<file path="src/rtl/reg_arb_pkg.sv">
// Shared definitions for the register-bus arbiter.
//   - state_t       : sequencer FSM encoding
//   - ADDR_W/DATA_W : register bus widths
//   - CNT_W         : width of the read-wait counter (REG_ARB_TIMEOUT_EN builds)
//   - TIMEOUT_RDATA : read data returned when a read times out
package reg_arb_pkg;

    localparam int ADDR_W = 32;
    localparam int DATA_W = 32;
    localparam int CNT_W  = 16;

    localparam logic [DATA_W-1:0] TIMEOUT_RDATA = 32'hDEAD_BEEF;

    typedef enum logic [1:0] {
        IDLE    = 2'd0,
        ISSUE   = 2'd1,
        WAIT_RD = 2'd2,
        RESP    = 2'd3
    } state_t;

endpackage

</file>
<file path="src/rtl/rr_arbiter.sv">
// Combinational round-robin picker.
// The search starts at i_last_owner+1 and wraps modulo NUM_REQ; the first
// requester found wins. The owner history register lives in the parent.
// Ports:
//   i_req        : per-requester request vector
//   i_last_owner : index of the most recent winner
//   o_gnt        : one-hot winner (all zero when no request)
//   o_idx        : binary index of the winner
//   o_any        : at least one request present
module rr_arbiter #(
    parameter int NUM_REQ = 2
) (
    input  logic [NUM_REQ-1:0]         i_req,
    input  logic [$clog2(NUM_REQ)-1:0] i_last_owner,
    output logic [NUM_REQ-1:0]         o_gnt,
    output logic [$clog2(NUM_REQ)-1:0] o_idx,
    output logic                       o_any
);

    localparam int IDX_W = $clog2(NUM_REQ);

    logic [IDX_W-1:0] w_cand;

    always_comb begin
        o_gnt  = '0;
        o_idx  = '0;
        o_any  = 1'b0;
        w_cand = '0;
        // Offset k = NUM_REQ revisits the last owner itself, so a lone
        // requester that just won can win again.
        for (int k = 1; k <= NUM_REQ; k++) begin
            w_cand = IDX_W'((int'(i_last_owner) + k) % NUM_REQ);
            if (!o_any && i_req[w_cand]) begin
                o_any         = 1'b1;
                o_gnt[w_cand] = 1'b1;
                o_idx         = w_cand;
            end
        end
    end

endmodule

</file>
<file path="src/rtl/reg_bus_arbiter.sv">
// Round-robin arbiter and single-outstanding transaction sequencer for the
// shared register bus. One request is accepted at a time and produces exactly
// one addr_en cycle; reads wait for the slave's rvalid pulse.
// Optional feature macro: REG_ARB_TIMEOUT_EN adds a read-wait counter; a read
// without rvalid completes after TIMEOUT wait cycles with rsp_err = 1 and
// rsp_rdata = 32'hDEAD_BEEF. Without it, reads wait indefinitely and rsp_err
// is tied low.
// Ports:
//   clk, reset_n                        : clock, async active-low reset
//   req/req_rw/req_addr/req_wdata       : per-requester command inputs
//   gnt                                 : one-hot accept pulse (ISSUE cycle)
//   rsp_valid/rsp_rdata/rsp_err         : one-hot completion pulse + payload
//   addr_en/rw_direction/addr/wdata     : bus command (valid while addr_en)
//   rdata/rvalid                        : slave read return
//   busy                                : FSM not in IDLE
//
// state   | meaning
// --------+-------------------------------------------------------------
// IDLE    | no transaction; arbitrate and capture the winner's command
// ISSUE   | drive addr_en and gnt[owner] for one cycle
// WAIT_RD | read outstanding; wait for rvalid (or timeout)
// RESP    | pulse rsp_valid[owner] with rsp_rdata/rsp_err
module reg_bus_arbiter
    import reg_arb_pkg::*;
#(
    parameter int NUM_REQ = 2,
    parameter int TIMEOUT = 16
) (
    input  logic                      clk,
    input  logic                      reset_n,
    input  logic [NUM_REQ-1:0]        req,
    input  logic [NUM_REQ-1:0]        req_rw,
    input  logic [NUM_REQ*ADDR_W-1:0] req_addr,
    input  logic [NUM_REQ*DATA_W-1:0] req_wdata,
    output logic [NUM_REQ-1:0]        gnt,
    output logic [NUM_REQ-1:0]        rsp_valid,
    output logic [DATA_W-1:0]         rsp_rdata,
    output logic                      rsp_err,
    output logic                      addr_en,
    output logic                      rw_direction,
    output logic [ADDR_W-1:0]         addr,
    output logic [DATA_W-1:0]         wdata,
    input  logic [DATA_W-1:0]         rdata,
    input  logic                      rvalid,
    output logic                      busy
);

    localparam int IDX_W = $clog2(NUM_REQ);

    if (NUM_REQ < 2 || NUM_REQ > 8) begin : g_bad_num_req
        $error("reg_bus_arbiter: NUM_REQ must be in 2..8");
    end
    if (TIMEOUT < 2) begin : g_bad_timeout
        $error("reg_bus_arbiter: TIMEOUT must be at least 2");
    end

    state_t             r_state;
    logic [IDX_W-1:0]   r_last_owner;
    logic [IDX_W-1:0]   r_owner;
    logic               r_cmd_rw;
    logic [ADDR_W-1:0]  r_cmd_addr;
    logic [DATA_W-1:0]  r_cmd_wdata;
    logic [DATA_W-1:0]  r_rsp_rdata;

    logic [NUM_REQ-1:0] w_arb_gnt;
    logic [IDX_W-1:0]   w_arb_idx;
    logic               w_arb_any;
    logic [NUM_REQ-1:0] w_owner_oh;
    logic               w_issue;
    logic               w_resp;

`ifdef REG_ARB_TIMEOUT_EN
    logic [CNT_W-1:0]   r_cnt;
    logic               r_err;
`endif

    rr_arbiter #(
        .NUM_REQ (NUM_REQ)
    ) u_rr_arbiter (
        .i_req        (req),
        .i_last_owner (r_last_owner),
        .o_gnt        (w_arb_gnt),
        .o_idx        (w_arb_idx),
        .o_any        (w_arb_any)
    );

    always_ff @(posedge clk or negedge reset_n) begin
        if (!reset_n) begin
            r_state      <= IDLE;
            // Starting at NUM_REQ-1 makes requester 0 the first winner.
            r_last_owner <= IDX_W'(NUM_REQ - 1);
            r_owner      <= '0;
            r_cmd_rw     <= 1'b0;
            r_cmd_addr   <= '0;
            r_cmd_wdata  <= '0;
            r_rsp_rdata  <= '0;
`ifdef REG_ARB_TIMEOUT_EN
            r_cnt        <= '0;
            r_err        <= 1'b0;
`endif
        end else begin
            case (r_state)
                IDLE: begin
                    if (w_arb_any) begin
                        r_owner      <= w_arb_idx;
                        r_last_owner <= w_arb_idx;
                        r_cmd_rw     <= req_rw[w_arb_idx];
                        r_cmd_addr   <= req_addr[w_arb_idx*ADDR_W +: ADDR_W];
                        r_cmd_wdata  <= req_wdata[w_arb_idx*DATA_W +: DATA_W];
                        r_state      <= ISSUE;
                    end
                end
                ISSUE: begin
                    // Writes report zero read data.
                    r_rsp_rdata <= '0;
`ifdef REG_ARB_TIMEOUT_EN
                    r_err       <= 1'b0;
                    r_cnt       <= '0;
`endif
                    r_state     <= r_cmd_rw ? RESP : WAIT_RD;
                end
                WAIT_RD: begin
                    // rvalid is checked first so data wins on the expiry cycle.
                    if (rvalid) begin
                        r_rsp_rdata <= rdata;
`ifdef REG_ARB_TIMEOUT_EN
                        r_err       <= 1'b0;
`endif
                        r_state     <= RESP;
                    end
`ifdef REG_ARB_TIMEOUT_EN
                    else if (r_cnt == CNT_W'(TIMEOUT - 1)) begin
                        r_rsp_rdata <= TIMEOUT_RDATA;
                        r_err       <= 1'b1;
                        r_state     <= RESP;
                    end else begin
                        r_cnt <= r_cnt + CNT_W'(1);
                    end
`endif
                end
                RESP: begin
                    r_state <= IDLE;
                end
                default: begin
                    r_state <= IDLE;
                end
            endcase
        end
    end

    assign w_issue    = (r_state == ISSUE);
    assign w_resp     = (r_state == RESP);
    assign w_owner_oh = NUM_REQ'(1) << r_owner;

    assign gnt          = w_issue ? w_owner_oh : '0;
    assign addr_en      = w_issue;
    assign rw_direction = w_issue ? r_cmd_rw : 1'b0;
    assign addr         = w_issue ? r_cmd_addr : '0;
    assign wdata        = w_issue ? r_cmd_wdata : '0;

    assign rsp_valid = w_resp ? w_owner_oh : '0;
    assign rsp_rdata = w_resp ? r_rsp_rdata : '0;
`ifdef REG_ARB_TIMEOUT_EN
    assign rsp_err   = w_resp ? r_err : 1'b0;
`else
    assign rsp_err   = 1'b0;
`endif

    assign busy = (r_state != IDLE);

endmodule
</file>
<file path="config.mk">
export PLATFORM = sky130hd
export DESIGN_NAME = reg_bus_arbiter
export DESIGN_NICKNAME = d
export VERILOG_FILES = /design/src/rtl/reg_arb_pkg.sv /design/src/rtl/rr_arbiter.sv /design/src/rtl/reg_bus_arbiter.sv
export SDC_FILE = /design/constraint.sdc
export NUM_CORES = 1
export LEC_CHECK = 0
export ABC_AREA = 1
export CAP_MARGIN = 10
export CORE_MARGIN = 2
export CORE_UTILIZATION = 35
export CTS_BUF_LIST = sky130_fd_sc_hd__clkbuf_4 sky130_fd_sc_hd__clkbuf_8 sky130_fd_sc_hd__clkbuf_16
export DETAILED_ROUTE_END_ITERATION = 10
export PLACE_DENSITY = 0.73
export SYNTH_ARGS = -nofsm -noshare
export SYNTH_HDL_FRONTEND = slang
export SYNTH_SLANG_ARGS = --single-unit
</file>
<file path="constraint.sdc">
create_clock -name clk -period 1.5 [get_ports clk]
set_input_delay 0.375 -clock clk [delete_from_list [all_inputs] [get_ports clk]]
set_output_delay 0.375 -clock clk [all_outputs]
set_load 0.03 [all_outputs]
</file>
==> summary.md, run 1 <==
| Metric | Value |
|---|---|
| Status | complete, but fails checks |
| Failing checks | negative setup slack |
| Synth Flop Type | dfrtp_1 |
| Top-area cell type share of the netlist area | 0.4327 |
| CTS tree | built |
| Post-synth ARST share | 1.000 |
| Total track usage | 0.2542 |
| Final ANT Viol Nets | 0 |
| Vias | 6788 |
| Upper clock frequency limit | approximately 0.51 GHz |
| XOR/XNOR Fraction of Synth Area | 0 |
| Hold Violations, Final | 0 |
| Number of synthesized register bits | ~100 |
| Worst skew pair latency | 0.35 ns |
| H-Tree Level Count | 3 |
| Via density | 4.838 |
| CP startpoint kind | flip-flop |
| Filler cells | 1348 |
| Area grow syn2layout | 84.77% |
| Largest family of logic cells by synthesized area | simple AND/OR/NAND/NOR gates |
| DRT iter0 DRCs | 392 |
| Max-Cap Viols | 0 |
| Placed Cells | between 1000 and 1500 |
| Die width | 132.5 µm |
| Detailed placement HPWL | approximately 13000 µm |
| Share of cells above drive strength 1 | 0.3485 |
| PD cells | ~1900 mW/mm² |
| Largest fanout on the critical path | 6 |
| Final non-filler cell total | 1403 |
| # nets final | around 1400 |
| Crit. End Element | output port |
| CP required | ~1.1 ns |
| Register area share after synthesis | 0.4373 |
| Clock Tree Buf Depth | 2 |
| Post-Synth Adder-Cell Area | 0.01082 |
| Synth area leaders | dfrtp_1 43%, nand2_1 31%, nand3_1 8.6% |
| First-pass GRT wire length | 35540 µm |
| WS Path Type | flip-flop to output port |
| WL/cell | 16.34 µm |
| Mean Syn Cell Area | 6.527 µm² |
| Compound-Gate Fraction of Synth Area | 0.02856 |
| Final setup violation count | 202 |
| Multi-input logic area | approximately 0.003 mm² |
| GPL Wtd Cong | 0.8171 |
| Starting density of the core | 0.3614 |
| RSZ-0062 raised after global routing | yes |
| Setup TNS | -69.12 ns |
| Max-slew violations | 0 |
| Register area | 0.002530 mm² |
| Initial antenna violation count | 2 |
| Post-synthesis cell count | 886 |
| Drt pass-1 iters | 5 |
| Global route total overflow | 0 |
| Final WL | ~23000 µm |
| DIE AREA | roughly 0.018 mm² |
| Die H | roughly 130 µm |
| Critical path arrival | 1.60 ns |
| # rows | 46 |
| Distinct cells, synth | 21 |
| TritonCTS buffer count | 9 |
| Post-synthesis mux area share | 0 |
| Core area | 0.01600 mm² |
| Final core utilization | 0.6678 |
| Clk sinks | 101 |
| YS warnings | 0 |
| Drt drc | 0 |
| Syn nets | 1058 |
| HP Class | input port to asynchronous set/reset pin |
| Most common cell in the synthesized netlist | nand2_1 |
| Post-synthesis simple-gate area fraction | 0.3983 |
| Number of port buffers | about 270 |
| Leak | 6.039 nW |
| Commonest cells in the synthesized netlist | 471 x nand2_1, 106 x inv_1, 100 x dfrtp_1, 99 x nand3_1, 27 x buf_2 |
| Number of I/O pins | 271 |
| Post-synth EDFFs | 0 |
| Clock transition at path regs | 0.07 ns |
| Yosys top cell by area | dfrtp_1 |
| Setup ws final | -0.4765 ns |
| Period utilisation layout | 1.318 |
| Clk_skew | around 0.011 ns |
| Mapped Area | 0.005783 mm² |
| Largest net degree at the start of global routing | 60 |
| CTS Root Cell | clkbuf_16 |
| Worst vdd ir | 0.8003 mV |
| Min Tclk post-route | 1.977 ns |
| Vias in the first global route | between 6000 and 7000 |
-- cells in the final DEF (no fill, tap or decap), drive strengths merged --
cell	count
ha	5
nand2	471
inv	108
clkinv	2
nor2	8
bufinv	1
nand3b	1
conb	1
a21oi	1
bufbuf	4
clkdlybuf4s50	164
dlygate4sd3	1
dfstp	1
clkbuf	17
buf	169
dfrtp	100
o21ai	32
diode	2
nand3	99
-- layer usage --
layer  track usage  vias to the layer above  share of wire
met1        0.3088                     3218           0.41
met4        0.1022                        0          0.032
met2        0.4335                      258           0.50
li1              -                     3261              -
met5             0                        -              0
met3       0.06169                       51          0.060
-- worst max-delay path: stages (launching register included) --
cell and delay [ns]:
dfrtp_2 0.43, inv_2 0.08, ha_4 0.17, buf_12 0.16, clkbuf_16 0.18, nand2_2 0.05, inv_2 0.06, buf_6 0.12
-- report_power, final --
part / internal, mW / switching [mW]
clock: 1.35 / 1.02
sequential: 3.87 / 0.881
combinational: 6.08 / 6.79
-- registers in the layout (all words and copies together) (netlist names) --
register / count
r_rsp_rdata: 32
r_last_owner: 1
r_cmd_rw: 1
r_cmd_wdata: 32
r_state: 2
r_owner: 1
r_cmd_addr: 32
-- stage by stage --
step                hold WS, ns  total power, mW  worst slack [ns]  area [µm²]
finish                   0.3755            19.98           -0.4765       10690
global route             0.3693            21.18           -0.5320       10680
CTS                      0.3578            18.95           -0.4632       10300
detailed placement       0.1842            12.85           -0.3212        8588
global placement         0.1828            12.70           -0.3316        8588
floorplan               0.07941            9.765           -0.1315        5861
-- what timing repair did --
action,CTS,global route
resized for setup,207,94
endpoints found under the hold margin,1,0
hold buffers,1,0
gates cloned,21,6
setup endpoints to repair,203,202
pin swaps,7,17
buffers inserted,18,5
-- logic make-up (layout without fill, tap and decap cells) --
family	count (synthesis)	count (layout)
AND/OR/NAND/NOR	577	579
other	1	3
adder cells (fa/ha/maj)	5	5
buffers and inverters	169	466
AO/OA/AOI/OAI	33	33
flip-flops	101	101
-- layout make-up --
type                    instances  area share
inverters                     107     0.03946
diodes                          2   0.0004684
repair buffers                344      0.3848
clock inverters                 3    0.004450
repair inverters                1    0.001054
well taps                     216     0.02529
clock buffers                  11     0.02307
multi-input cells             618      0.2847
flip-flops and latches        101      0.2368
-- worst paths after layout --
kind                                     startpoint                           to  slack [ns]  cells past startpoint
max in group asynchronous                   reset_n     r_last_owner$_DFFE_PN1P_        0.55                      3
hold / removal                              reset_n   r_cmd_addr[22]$_DFFE_PN0P_        0.38                      2
min in group clk           r_last_owner$_DFFE_PN1P_     r_last_owner$_DFFE_PN1P_        0.47                      2
hold reg to reg            r_last_owner$_DFFE_PN1P_     r_last_owner$_DFFE_PN1P_        0.47                      2
setup reg to reg             r_state[1]$_DFFE_PN0P_  r_cmd_wdata[11]$_DFFE_PN0P_       -0.39                     12
setup / recovery             r_state[1]$_DFFE_PN0P_                    wdata[27]       -0.48                      7
(Power assumes the default switching activity.)
==> inputs of run 2 (changes only) <==
CORE_MARGIN = 5   (was 2)
PLACE_DENSITY = 0.7   (was 0.73)
clock period = 1.9 ns   (was 1.5 ns; I/O delays follow)
==> summary.md, run 2 (same netlist as run 1, synthesis figures left out) <==
| Metric | Value |
|---|---|
| Largest fanout on the critical path | 6 |
| Total track usage | 0.2030 |
| Max-Cap Viols | 0 |
| Core area | 0.01641 mm² |
| CP startpoint kind | flip-flop |
| Sw Share | 0.4493 |
| Min Tclk post-route | 2.058 ns |
| First-pass GRT wire length | approximately 32000 µm |
| Share of cells above drive strength 1 | 0.2468 |
| Initial antenna violation count | 0 |
| Vias | 6329 |
| Status | complete, but fails checks |
| Starting density of the core | 0.3525 |
| Die width | 138.5 µm |
| Clock Tree Buf Depth | 2 |
| P_int | 7.570 mW |
| Hold Violations, Final | 0 |
| Worst hold margin | 0.1722 ns |
| DIE AREA | 0.01919 mm² |
| Setup TNS | -9.712 ns |
| RSZ-0062 raised after global routing | yes |
| Hold buffers post-CTS | 0 |
| Setup ws final | -0.1578 ns |
| Final core utilization | 0.5968 |
| TritonCTS buffer count | 9 |
| Worst slew margin | 0.6266 |
| Leak | approximately 5.7 nW |
| Clock power share | 0.126 |
| Most common cell after layout, fill and taps aside | nand2_1 |
| Die H | approximately 140 µm |
| Combinational fraction of design power | 0.605 |
| Max incr delay on CP | roughly 0.4 ns |
| H-Tree Level Count | 3 |
| DRT iter0 DRCs | 339 |
| Global route total overflow | 0 |
| Critical path arrival | 1.58 ns |
| Upper clock frequency limit | roughly 0.49 GHz |
| Clock transition at path regs | 0.07 ns |
| Multi-input logic area | 0.002838 mm² |
| CTS tree | built |
| Commonest cells after routing, fill and taps aside | 423 x nand2_1, 164 x clkdlybuf4s50_1, 99 x nand3_1, 99 x dfrtp_1, 84 x buf_6 |
| Clk_skew | 0.01301 ns |
| CTS Root Cell | clkbuf_16 |
| GPL Wtd Cong | 0.8213 |
| Biggest regs | r_cmd_addr x32, r_cmd_wdata x32, r_rsp_rdata x32 |
| HP Class | input port to asynchronous set/reset pin |
| Max-slew violations | 0 |
| Sequential fraction of design power | 0.269 |
| CP required | about 1.4 ns |
| Number of I/O pins | 271 |
| Number of port buffers | 269 |
| Final ANT Viol Nets | 0 |
| Slowest-stage cell, CP | dfrtp_1 |
| Failing checks | negative setup slack |
| PD cells | 1404 mW/mm² |
| WL/cell | 15.51 µm |
| Area grow syn2layout | 69.32% |
| WP buf/inv | 5 |
| Final WL | 21390 µm |
| Crit. End Element | output port |
| Worst path cell trace | inv_2, ha_4, buf_6, clkbuf_16, nand2_1, inv_2, buf_6 |
| Worst skew pair latency | 0.35 ns |
| Drt pass-1 iters | 4 |
| Final setup violation count | 103 |
| WS Path Type | flip-flop to output port |
| CP delay by family, top | buffers and inverters |
| Ant. Diodes | 0 |
| Register area | 0.002530 mm² |
| Via density | 4.590 |
| Drt drc | 0 |
| Vias in the first global route | approximately 6000 |
| Detailed placement HPWL | between 10000 and 15000 µm |
| Clk sinks | 101 |
| Period utilisation layout | 1.083 |
| Net switching power | 6.175 mW |
| Filler cells | roughly 1500 |
| # rows | 47 |
| # nets final | around 1300 |
| Largest net degree at the start of global routing | 102 |
| Worst vdd ir | 0.6139 mV |
| Slew @ Worst Pin | 0.5602 ns |
-- run 2: cell types whose count changed in the layout (fill, tap and decap cells not counted), sizes merged --
cell	previous run	this run
buf	169	149
dlygate4sd3	1	0
diode	2	0
nor2	8	7
bufbuf	4	0
bufinv	1	0
inv	108	107
clkinvlp	0	2
-- run 2: cell type report --
cell class / instances / share of cell area
Multi-Input combinational cell: 617 / 0.2898
Clock inverter: 4 / 0.002556
Sequential cell: 101 / 0.2584
Inverter: 107 / 0.04178
Tap cell: 220 / 0.02811
Timing Repair Buffer: 319 / 0.3542
Clock buffer: 11 / 0.02517
-- run 2: per-layer routing --
metal  vias up  global-route usage  share of wire
met1      2913              0.2622           0.43
met4         0             0.05564          0.020
met5         -                   0              0
li1       3188                   -              -
met2       200              0.3361           0.49
met3        28             0.05655          0.067
-- run 2: final timing paths --
check	from	to	slack (ns)	cells past startpoint
max reg2reg	r_state[0]$_DFFE_PN0P_	r_state[1]$_DFFE_PN0P_	0.04	10
max	r_state[1]$_DFFE_PN0P_	wdata[17]	-0.16	7
min in group clk	r_last_owner$_DFFE_PN1P_	r_last_owner$_DFFE_PN1P_	0.47	2
min	reset_n	r_cmd_addr[23]$_DFFE_PN0P_	0.17	2
min reg2reg	r_last_owner$_DFFE_PN1P_	r_last_owner$_DFFE_PN1P_	0.47	2
max in group asynchronous	reset_n	r_state[0]$_DFFE_PN0P_	1.27	2
-- run 2: stage by stage --
step                      total power, mW  setup slack (ns)  cells  area (µm²)
after global routing                14.67           -0.2040   1379        9792
final                               13.74           -0.1578   1379        9792
after floorplan                     7.483          -0.01122    886        5799
after global placement              9.780          -0.02662   1336        8503
after detailed placement            9.869          -0.03609   1336        8503
after CTS                           12.72           -0.1648   1363        9301
-- run 2: power groups by stage --
| stage | Clock (mW) | Combinational, mW | Sequential [mW] |
|---|---|---|---|
| finish | 1.73 | 8.32 | 3.70 |
| global route | 1.86 | 9.01 | 3.80 |
| floorplan | 0 | 4.05 | 3.43 |
| global placement | 0 | 6.26 | 3.52 |
| CTS | 1.79 | 7.38 | 3.54 |
| detailed placement | 0 | 6.33 | 3.54 |
-- run 2: what timing repair did --
item | 4_1_cts | 5_1_grt
pin swaps | 1 | 3
cloned | 4 | 9
resized for setup | 103 | 98
endpoints found under the hold margin | 0 | 0
endpoints found under the setup margin | 103 | 134
setup buffers | 8 | 8
==> inputs of run 3 (changes only) <==
CTS_BUF_LIST = default   (was sky130_fd_sc_hd__clkbuf_4 sky130_fd_sc_hd__clkbuf_8 sky130_fd_sc_hd__clkbuf_16)
SKIP_LAST_GASP = 1   (was default)
==> summary.md, run 3 (same netlist as run 1, synthesis figures left out) <==
| Metric | Value |
|---|---|
| Die width | 138.5 µm |
| TritonCTS buffer count | 9 |
| Critical path arrival | ~1.6 ns |
| Final WL | 20860 µm |
| Final setup violation count | 102 |
| Drt drc | 0 |
| Area grow syn2layout | 66.10% |
| Core area | between 0.015 and 0.02 mm² |
| Clock transition at path regs | 0.07 ns |
| Hold Violations, Final | 0 |
| Ant. Diodes | 0 |
| Period utilisation layout | 1.077 |
| DIE AREA | 0.01919 mm² |
| First-pass GRT wire length | 31960 µm |
| Number of port buffers | 269 |
| HP Class | input port to asynchronous set/reset pin |
| Max-slew violations | 0 |
| Clock Tree Buf Depth | 2 |
| Clk sinks | 101 |
| Vias in the first global route | between 6000 and 7000 |
| Global route total overflow | 0 |
| CTS tree | built |
| Min Tclk post-route | 2.047 ns |
| Share of cells above drive strength 1 | 0.2168 |
| Total track usage | 0.2025 |
| RSZ-0062 raised after global routing | yes |
| Upper clock frequency limit | 0.4885 GHz |
| Worst slew margin | 0.6279 |
| # nets final | 1321 |
| CP startpoint kind | flip-flop |
| Largest fanout on the critical path | 8 |
| Via density | 4.599 |
| Filler cells | 1534 |
| Die H | 138.5 µm |
| Most common cell after layout, fill and taps aside | nand2_1 |
| Vias | 6314 |
| GPL Wtd Cong | 0.8213 |
| Max-Cap Viols | 0 |
| Detailed placement HPWL | 13340 µm |
| DRT iter0 DRCs | 311 |
| Setup TNS | -9.870 ns |
| CTS Root Cell | clkbuf_16 |
| Starting density of the core | 0.3525 |
| Biggest regs | r_cmd_addr x32, r_cmd_wdata x32, r_rsp_rdata x32 |
| CP required | 1.42 ns |
| Drt pass-1 iters | 4 |
| WL/cell | 15.19 µm |
| WS Path Type | flip-flop to output port |
| Placed Cells | 1336 |
| Setup ws final | -0.1471 ns |
| Status | complete, but fails checks |
| Failing checks | negative setup slack |
| Largest net degree at the start of global routing | 102 |
| Worst vdd ir | 0.6037 mV |
| PD cells | approximately 1400 mW/mm² |
| Commonest cells after routing, fill and taps aside | 437 x nand2_1, 164 x clkdlybuf4s50_1, 99 x nand3_1, 99 x dfrtp_1, 71 x buf_6 |
| # rows | 47 |
| Initial antenna violation count | 0 |
| Crit. End Element | output port |
| Final ANT Viol Nets | 0 |
| Slew @ Worst Pin | 0.5582 ns |
| Clk_skew | 0.01281 ns |
| Number of I/O pins | 271 |
| Worst skew pair latency | 0.35 ns |
| Leak | 5.601 nW |
| H-Tree Level Count | 3 |
| Reg2reg path depth | 8 |
| Final non-filler cell total | 1373 |
-- run 3: worst paths after layout --
path	start	to	slack, ns
worst min-delay path	reset_n	r_cmd_addr[23]$_DFFE_PN0P_	0.18
worst max register to register	r_state[0]$_DFFE_PN0P_	r_rsp_rdata[31]$_DFFE_PN0P_	0.07
max in group asynchronous	reset_n	r_state[0]$_DFFE_PN0P_	1.28
min in group clk	r_last_owner$_DFFE_PN1P_	r_last_owner$_DFFE_PN1P_	0.47
worst min register to register	r_last_owner$_DFFE_PN1P_	r_last_owner$_DFFE_PN1P_	0.47
worst max-delay path	r_state[0]$_DFFE_PN0P_	addr[11]	-0.15
-- run 3: through the flow --
step	cell area (µm²)	hold WS [ns]	power, mW	setup slack (ns)	utilization
3_5_place_dp	8503	0.4630	9.869	-0.03609	0.5183
6_report	9605	0.1757	13.26	-0.1471	0.5855
3_3_place_gp	8503	0.4578	9.780	-0.02662	0.5183
2_1_floorplan	5799	0.1794	7.483	-0.01122	-
4_1_cts	9106	0.2152	12.43	-0.1691	0.5550
5_1_grt	9605	0.2274	14.18	-0.2008	0.5855
-- run 3: worst max-delay path, cell delays in order (launching register included) --
cell       delay [ns]
dfrtp_2          0.46
ha_4             0.22
buf_12           0.13
clkbuf_16        0.16
nand2_1          0.06
inv_1            0.04
buf_4            0.16
-- run 3: power by group --
part	switching [mW]	internal (mW)
Combinational	4.54	3.34
Sequential	0.598	3.05
Clock	0.820	0.914
Total	5.96	7.31
-- run 3: per-layer routing --
metal | part of all wire | GRT usage | up-vias
li1 | - | - | 3172
met1 | 0.43 | 0.2583 | 2908
met2 | 0.48 | 0.3412 | 207
met3 | 0.070 | 0.05345 | 27
met4 | 0.021 | 0.05564 | 0
met5 | 0 | 0 | -
-- run 3: area by class of cell --
cell class / instances / area, µm² / area share
Sequential cell: 101 / 2530 / 0.2634
Clock buffer: 11 / 242.7 / 0.02527
Multi-Input combinational cell: 617 / 2764 / 0.2877
Clock inverter: 4 / 25.02 / 0.002605
Timing Repair Buffer: 313 / 3362 / 0.3500
Tap cell: 220 / 275.3 / 0.02866
Inverter: 107 / 406.6 / 0.04233
-- run 3: repair_timing --
| item | CTS | global route |
|---|---|---|
| hold buffers | 0 | 0 |
| gates cloned | 4 | 7 |
| setup endpoints to repair | 103 | 168 |
| gates resized for setup | 46 | 104 |
| buffers inserted | 8 | 4 |
| pin swaps | 0 | 3 |
